===== config.mk =====
export PLATFORM = sky130hd
export DESIGN_NAME = multiplication_unsigned_32
export DESIGN_NICKNAME = d
export VERILOG_FILES = /design/src/rtl/multiplication_unsigned_32_pkg.sv /design/src/rtl/multiplication_unsigned_32_rise_detect.sv /design/src/rtl/multiplication_unsigned_32.sv
export SDC_FILE = /design/constraint.sdc
export NUM_CORES = 1
export LEC_CHECK = 0
export CORE_MARGIN = 5
export CORE_UTILIZATION = 49
export CTS_BUF_LIST = sky130_fd_sc_hd__clkbuf_8
export CTS_CLUSTER_DIAMETER = 100
export CTS_CLUSTER_SIZE = 14
export DETAILED_ROUTE_END_ITERATION = 6
export GPL_ROUTABILITY_DRIVEN = 0
export PLACE_DENSITY = 0.83
export SETUP_SLACK_MARGIN = 0.3
export SLEW_MARGIN = 15
export SYNTH_ARGS = -nofsm -noshare
export SYNTH_HDL_FRONTEND = slang
export SYNTH_HIERARCHICAL = 1
export SYNTH_SLANG_ARGS = --single-unit

===== constraint.sdc =====
create_clock -name clock -period 2.6 [get_ports clock]
set_input_delay 0.52 -clock clock [delete_from_list [all_inputs] [get_ports clock]]
set_output_delay 0.52 -clock clock [all_outputs]
set_load 0.01 [all_outputs]

===== src/rtl/multiplication_unsigned_32_pkg.sv =====
// multiplication_unsigned_32_pkg: ALU FSM states shared with the divider, plus the iteration counter width helper.
package multiplication_unsigned_32_pkg;
  typedef enum logic [1:0] {IDLE, BUSY, DONE} state_t;
  localparam int WIDTH_DEFAULT = 32;
  function automatic int cnt_width(int w);
    return (w > 1) ? $clog2(w) : 1;
  endfunction
endpackage


===== src/rtl/multiplication_unsigned_32_rise_detect.sv =====
// rise_detect: registers d every clock and flags its rising edge.
// Ports: clock, reset_n (async active-low), d (level input), pulse (d & ~d_q, combinational).
module rise_detect (
  input  logic clock,
  input  logic reset_n,
  input  logic d,
  output logic pulse
);
  logic d_q;
  always_ff @(posedge clock or negedge reset_n)
    if (!reset_n) d_q <= 1'b0;
    else d_q <= d;
  assign pulse = d & ~d_q;
endmodule


===== src/rtl/multiplication_unsigned_32.sv =====
// multiplication_unsigned_32: shift-add multiply-accumulate, result = operand1*operand2 + addend, one bit per clock.
// Ports: clock, reset_n (async active-low), start (rising edge requests), operand1/operand2/addend (WIDTH),
//        result (2*WIDTH, held until next completion), finish (result valid), busy (iterating).
module multiplication_unsigned_32
  import multiplication_unsigned_32_pkg::*;
#(
  parameter int WIDTH = WIDTH_DEFAULT
) (
  input  logic               clock,
  input  logic               reset_n,
  input  logic               start,
  input  logic [WIDTH-1:0]   operand1,
  input  logic [WIDTH-1:0]   operand2,
  input  logic [WIDTH-1:0]   addend,
  output logic [2*WIDTH-1:0] result,
  output logic               finish,
  output logic               busy
);
  localparam int CW = cnt_width(WIDTH);
  state_t state, state_n;
  logic [CW-1:0] cnt;
  logic [WIDTH-1:0] mcand, hi, lo;
  logic [WIDTH:0] sum;
  logic req, accept, last;
  rise_detect u_rise (.clock(clock), .reset_n(reset_n), .d(start), .pulse(req));
  // hi starts at addend, so the accumulated product already includes it; sum carries at most WIDTH+1 bits.
  always_comb begin
    sum = {1'b0, hi} + (lo[0] ? {1'b0, mcand} : '0);
    accept = req & (state != BUSY);
    last = (state == BUSY) && (cnt == CW'(WIDTH - 1));
    state_n = accept ? BUSY : last ? DONE : state;
  end
  always_ff @(posedge clock or negedge reset_n)
    if (!reset_n) state <= IDLE;
    else state <= state_n;
  always_ff @(posedge clock or negedge reset_n)
    if (!reset_n) begin
      mcand <= '0;
      hi <= '0;
      lo <= '0;
      cnt <= '0;
      result <= '0;
      finish <= 1'b0;
      busy <= 1'b0;
    end else if (accept) begin
      mcand <= operand1;
      hi <= addend;
      lo <= operand2;
      cnt <= '0;
      finish <= 1'b0;
      busy <= 1'b1;
    end else if (state == BUSY) begin
      hi <= sum[WIDTH:1];
      lo <= {sum[0], lo[WIDTH-1:1]};
      cnt <= cnt + CW'(1);
      if (last) begin
        result <= {sum, lo[WIDTH-1:1]};
        finish <= 1'b1;
        busy <= 1'b0;
      end
    end
endmodule


# Word-level counts from Yosys, hierarchy flattened
# Index checks and enable logic that the tools add are counted.
[word_totals] regBits=170 word_cells=38
[op_classes] n_eq_ne=3 mux=15 add_sub_neg=2 n_reduce_logical=5 bitwise_logic=4
[op_table] op="32-bit two-way mux" count=5
[op_table] op="32-bit by 32-bit adder with 33-bit output" count=1
[op_table] op="5-bit two-way mux" count=2
[op_table] op="1-bit two-way mux" count=6
[op_table] op="5-bit by 1-bit adder with 5-bit output, second input constant" count=1
[op_table] op="5-bit equality test, second input constant" count=1
[op_table] op="2-bit two-way mux" count=2
[op_table] op="2-bit nonzero test" count=2
[op_table] op="3-bit AND reduction" count=1
[op_table] op="1-bit AND" count=2
[op_table] op="2-bit by 1-bit equality test with 1-bit output, second input constant" count=1
[op_table] op="2-bit by 1-bit inequality test with 1-bit output, second input constant" count=1
[op_table] op="1-bit inverter" count=2
[op_table] op="2-bit AND reduction" count=1
[op_table] op="1-bit logical AND" count=1

# Depth between registers and ports, before layout
[logic_depth] ltp_word=5 ltp_mapped=11

# Modules after synthesis
# The synthesis kept the hierarchy.
[by_module_without_submodules] mod="multiplication_unsigned_32" instances=1 cells_per_inst=934 area_per_inst_um2=8834.7
[by_module_without_submodules] mod="rise_detect" instances=1 cells_per_inst=2 area_per_inst_um2=38.8

# Worst setup path after synthesis
# No wires, ideal clock.
[synth_path] path_kind="register to register" from="reg lo[0]" to="reg result[41]" n_path_buf=1 setup_slack_ps=53 arrival_time_ps=2414 stages_incl_launch_ff=11 required_ps=2467 setup_time_ps=133 synth_period_minus_slack_ps=2547 cell_sequence="dfrtp_1 > clkbuf_1 > and2_1 > fa_1 > a211oi_1 > o21bai_2 > a21oi_1 > o21ai_0 > a31oi_1 > xor2_1 > o21ai_0"
[synth_via] elab_chain_len=2
[synth_rtl] element="start: declaration" line="multiplication_unsigned_32.sv:22" rtl="logic [WIDTH-1:0] mcand, hi, lo;"
[synth_rtl] element="start signal: assignment" line="multiplication_unsigned_32.sv:48" rtl="lo <= operand2;"
[synth_rtl] element="start signal: assignment" line="multiplication_unsigned_32.sv:54" rtl="lo <= {sum[0], lo[WIDTH-1:1]};"
[synth_rtl] element="32-bit two-way mux" line="multiplication_unsigned_32.sv:28" rtl="sum = {1'b0, hi} + (lo[0] ? {1'b0, mcand} : '0);"
[synth_rtl] element="32-bit by 32-bit adder with 33-bit output" line="multiplication_unsigned_32.sv:28"
[synth_rtl] element="end signal: assignment" line="multiplication_unsigned_32.sv:57" rtl="result <= {sum, lo[WIDTH-1:1]};"
[synth_rtl] element="end: declaration" line="multiplication_unsigned_32.sv:15" rtl="output logic [2*WIDTH-1:0] result,"
# No other way between the ends.
# A chain may end at the register's enable or synchronous reset.

# Worst setup path in the final report
[layout_path] from="reg lo[0]" to="reg result[60]"
# The elaborated chain is that of the path after synthesis.

==> flow_summary_export.csv <==
group,metric,value,unit
min_path,hold_path_class,"register to register",
status,violations,"negative setup slack",
logic_synthesis,async_reset_ff_frac,1.00,
clock_network,clock_tree.htree_level_count,4,
die,num_io_pins,165,
die,die_height,145,µm
worst_setup_path,startpoint_to_endpoint_class_of_the_critical_path,"register to register",
logic_synthesis,synthesized_instance_count,936,
drt,first_iter_violations,631,
sta,timing_max_transition_violations_final,0,
sta,final_period_minus_worst_setup_slack,2.67,ns
logic_synthesis,synth.top_cells.by_count,"sky130_fd_sc_hd__nand2_1, sky130_fd_sc_hd__dfrtp_1, sky130_fd_sc_hd__o21ai_0, sky130_fd_sc_hd__a21oi_1, sky130_fd_sc_hd__mux2i_1",
placement,detailedPlacementHpwl,16.4,mm
job,cap_violations,0,
placement,dpl_cell_area,11000,µm²
final_layout,layout.cell_area.non_filler,12400,µm²
pwr,power_leakage,0.00540,µW
logic_synthesis,synth_seq_cells,168,
sta,timing.clock.skew,0.0101,ns
sta,setup_viol,11,
final_layout,final_standard_cell_count_with_taps_included_and_fillers_excluded,1365,
drt,vias_per_cell,5.76,
drt,detail_route.wirelength,26.3,mm
drt,drt-wirelength-per-cell,19.3,µm
clock_network,tritoncts,"yes",
global_route,grt_max_degree,85,
final_layout,finish.utilization,0.693,
worst_setup_path,setup.worst_path.end_class,"register",
drt,dr.pass1.iters,6,
pwr,worst_supply_voltage_drop_on_vdd,704,µV
status,result_of_the_run,"finished with violations",
logic_synthesis,synth_largest_area_cell,"sky130_fd_sc_hd__dfrtp_1",
logic_synthesis,dominantRegCellSynth,"sky130_fd_sc_hd__dfrtp_1",
global_route,antenna_found_initial,0,
clock_network,cts.sinks,168,
logic_synthesis,ys_top_cells_by_area,"sky130_fd_sc_hd__dfrtp_1, sky130_fd_sc_hd__nand2_1, sky130_fd_sc_hd__o21ai_0, sky130_fd_sc_hd__mux2_2, sky130_fd_sc_hd__ha_1",
clock_network,clk-insertion-delay-late,0.48,ns
sta,setup-tns-final,-0.378,ns
logic_synthesis,avgSynthCellArea,9.48,µm²
clock_network,worst_setup_hold_path_clk_slew,0.10,ns
die,initial_utilization,0.496,
sta,max_slew.worst_pin.slew,0.726,ns
logic_synthesis,netlist-cell-type-count,58,
worst_setup_path,critical_path_required,2.96,ns
global_route,gr-total-overflow,0,
logic_synthesis,ys_seq_area_frac,0.474,
sta,hold_viol_final,0,
drt,final_antenna_net_count,0,
worst_setup_path,crit_slowest_cell,"sky130_fd_sc_hd__dfrtp_2",
sta,post-route-worst-setup-slack,-0.0681,ns
global_route,vias_in_the_first_global_route,7767,
worst_setup_path,startpoint_type,"register",
global_route,globalRouteTotalUtil,0.232,
final_layout,layout-drive-gt1-share,0.230,
worst_setup_path,crit_chain,"buf_6, and2_1, ha_2, nand2_1, o21ai_0, nand2_1, a21boi_0, a211oi_1, a211o_1",
die,dieArea,20900,µm²
drt,detail_route.drc_violations,0,
clock_network,tritoncts.num_buffers,17,
worst_setup_path,cp_slowest_stage_delay,0.46,ns
pwr,total_power_per_unit_cell_area,1280,nW/µm²
final_layout,fillerInstances,1252,
global_route,grt_pass1_wl,38.7,mm
logic_synthesis,yosys.cell_count.top_type,"sky130_fd_sc_hd__nand2_1",
worst_setup_path,worst_ep_arrival_time,3.03,ns
final_layout,final_net_count,1257,
worst_setup_path,path_max_fanout,15,
drt,dr_total_vias,7856,
placement,post-place-cells,1305,
sta,grt_setup_unrepaired,"true",
worst_setup_path,cpMostUsedCell,"sky130_fd_sc_hd__nand2_1",
sta,slew_headroom,0.516,
logic_synthesis,synth.top_cell.area_share,0.474,
clock_network,cts-root-buf,"sky130_fd_sc_hd__clkbuf_8",
die,core_area,17900,µm²
sta,min_period_over_period,1.03,
logic_synthesis,synth_nets,1070,
die,std_cell_rows,49,
final_layout,num_antenna_cells,0,
logic_synthesis,synthesized_area,8870,µm²
sta,timing.hold.ws,0.478,ns
logic_synthesis,synth_edf_count,0,
die,die_width,145,µm
clock_network,ctsLongestPathBuffers,2,
final_layout,synthToLayoutAreaGrowth,39.8,%
placement,port_buffers,164,
logic_synthesis,yosysWarningCount,6,
sta,achievable_freq,375,MHz
[metal layers]
| metal | routed length, µm | up-vias | track usage |
|---|---|---|---|
| met5 | 0 | - | 0 |
| met4 | 780 | 0 | 0.0815 |
| met2 | 12700 | 393 | 0.386 |
| met3 | 2060 | 80 | 0.0493 |
| li1 | - | 3608 | - |
| met1 | 10800 | 3775 | 0.301 |
[state kept, by name (all words and copies together) (netlist names)]
register / cells
result: 64
u_rise/d_q: 1
lo: 32
hi: 32
mcand: 32
state: 2
cnt: 5
[stage by stage]
stage / setup slack (ns) / total power (µW)
final: -0.0681 / 15900
after global routing: -0.108 / 16800
after CTS: 0.0577 / 14400
after detailed placement: 0.0126 / 11500
after global placement: 0.0343 / 11200
after floorplan: 0.301 / 8990
[final cells by class]
| cell class | count | area (µm²) | share of cell area |
|---|---|---|---|
| Inverter | 5 | 18.8 | 0.00151 |
| Multi-Input combinational cell | 708 | 5330 | 0.430 |
| Clock buffer | 17 | 234 | 0.0189 |
| Timing Repair Buffer | 223 | 2180 | 0.175 |
| Clock inverter | 15 | 154 | 0.0124 |
| Tap cell | 229 | 287 | 0.0231 |
| Sequential cell | 168 | 4210 | 0.339 |
[worst max-delay path: cells and delay by family (launching register included)]
kind / cells / cell delay (ns)
flops: 1 / 0.46
simple gates: 3 / 0.37
compound gates: 4 / 1.13
fa+ha+maj: 1 / 0.42
buf+inv: 1 / 0.16
[path summary, 6_finish.rpt]
| path | from | end | slack (ns) | cells past startpoint |
|---|---|---|---|---|
| max in group asynchronous | reset_n | lo[0] | 1.44 | 3 |
| min in group asynchronous | reset_n | result[23] | 0.49 | 2 |
| hold reg to reg | result[34] | result[34] | 0.48 | 2 |
| hold / removal | result[34] | result[34] | 0.48 | 2 |
| setup reg to reg | lo[0] | result[60] | -0.07 | 9 |
| setup / recovery | lo[0] | result[60] | -0.07 | 9 |
[cells by family (layout without fill, tap and decap cells)]
group | after synthesis | after routing | synth area share
multiplexers | 78 | 78 | 0.0933
flip-flops | 168 | 168 | 0.474
XOR/XNOR | 26 | 26 | 0.0257
AND/OR/NAND/NOR | 341 | 341 | 0.171
buffers and inverters | 60 | 260 | 0.0266
AO/OA/AOI/OAI | 228 | 228 | 0.159
adder cells (fa/ha/maj) | 35 | 35 | 0.0502
[power breakdown]
| part | total (µW) | switching (µW) | internal [µW] |
|---|---|---|---|
| clock network | 1880 | 1030 | 853 |
| registers | 4730 | 878 | 3850 |
| logic | 9270 | 4810 | 4460 |
| total | 15900 | 6720 | 9160 |
[cell usage in the layout (no fill, tap or decap), drive strengths merged, types with 4 or more instances in the layout]
| master | instances |
|---|---|
| inv | 9 |
| and3 | 4 |
| nor2 | 32 |
| a211oi | 22 |
| o211ai | 4 |
| nor3 | 4 |
| a21oi | 53 |
| a31oi | 6 |
| nand3 | 6 |
| xnor2 | 17 |
| o31ai | 7 |
| buf | 59 |
| ha | 34 |
| nand2 | 217 |
| nand4 | 9 |
| mux2 | 38 |
| clkdlybuf4s50 | 163 |
| clkbuf | 17 |
| mux2i | 40 |
| o21ai | 96 |
| clkinvlp | 6 |
| and2 | 33 |
| dfrtp | 168 |
| nor2b | 25 |
| o21a | 4 |
| a21o | 15 |
| xor2 | 9 |
[repair_timing]
item,in CTS,in global routing
hold buffers,1,0
setup buffers,14,13
endpoints found under the hold margin,30,0
resized for setup,87,85
endpoints found under the setup margin,52,52
pin swaps,44,45
Power figures use the tool's default switching activity.
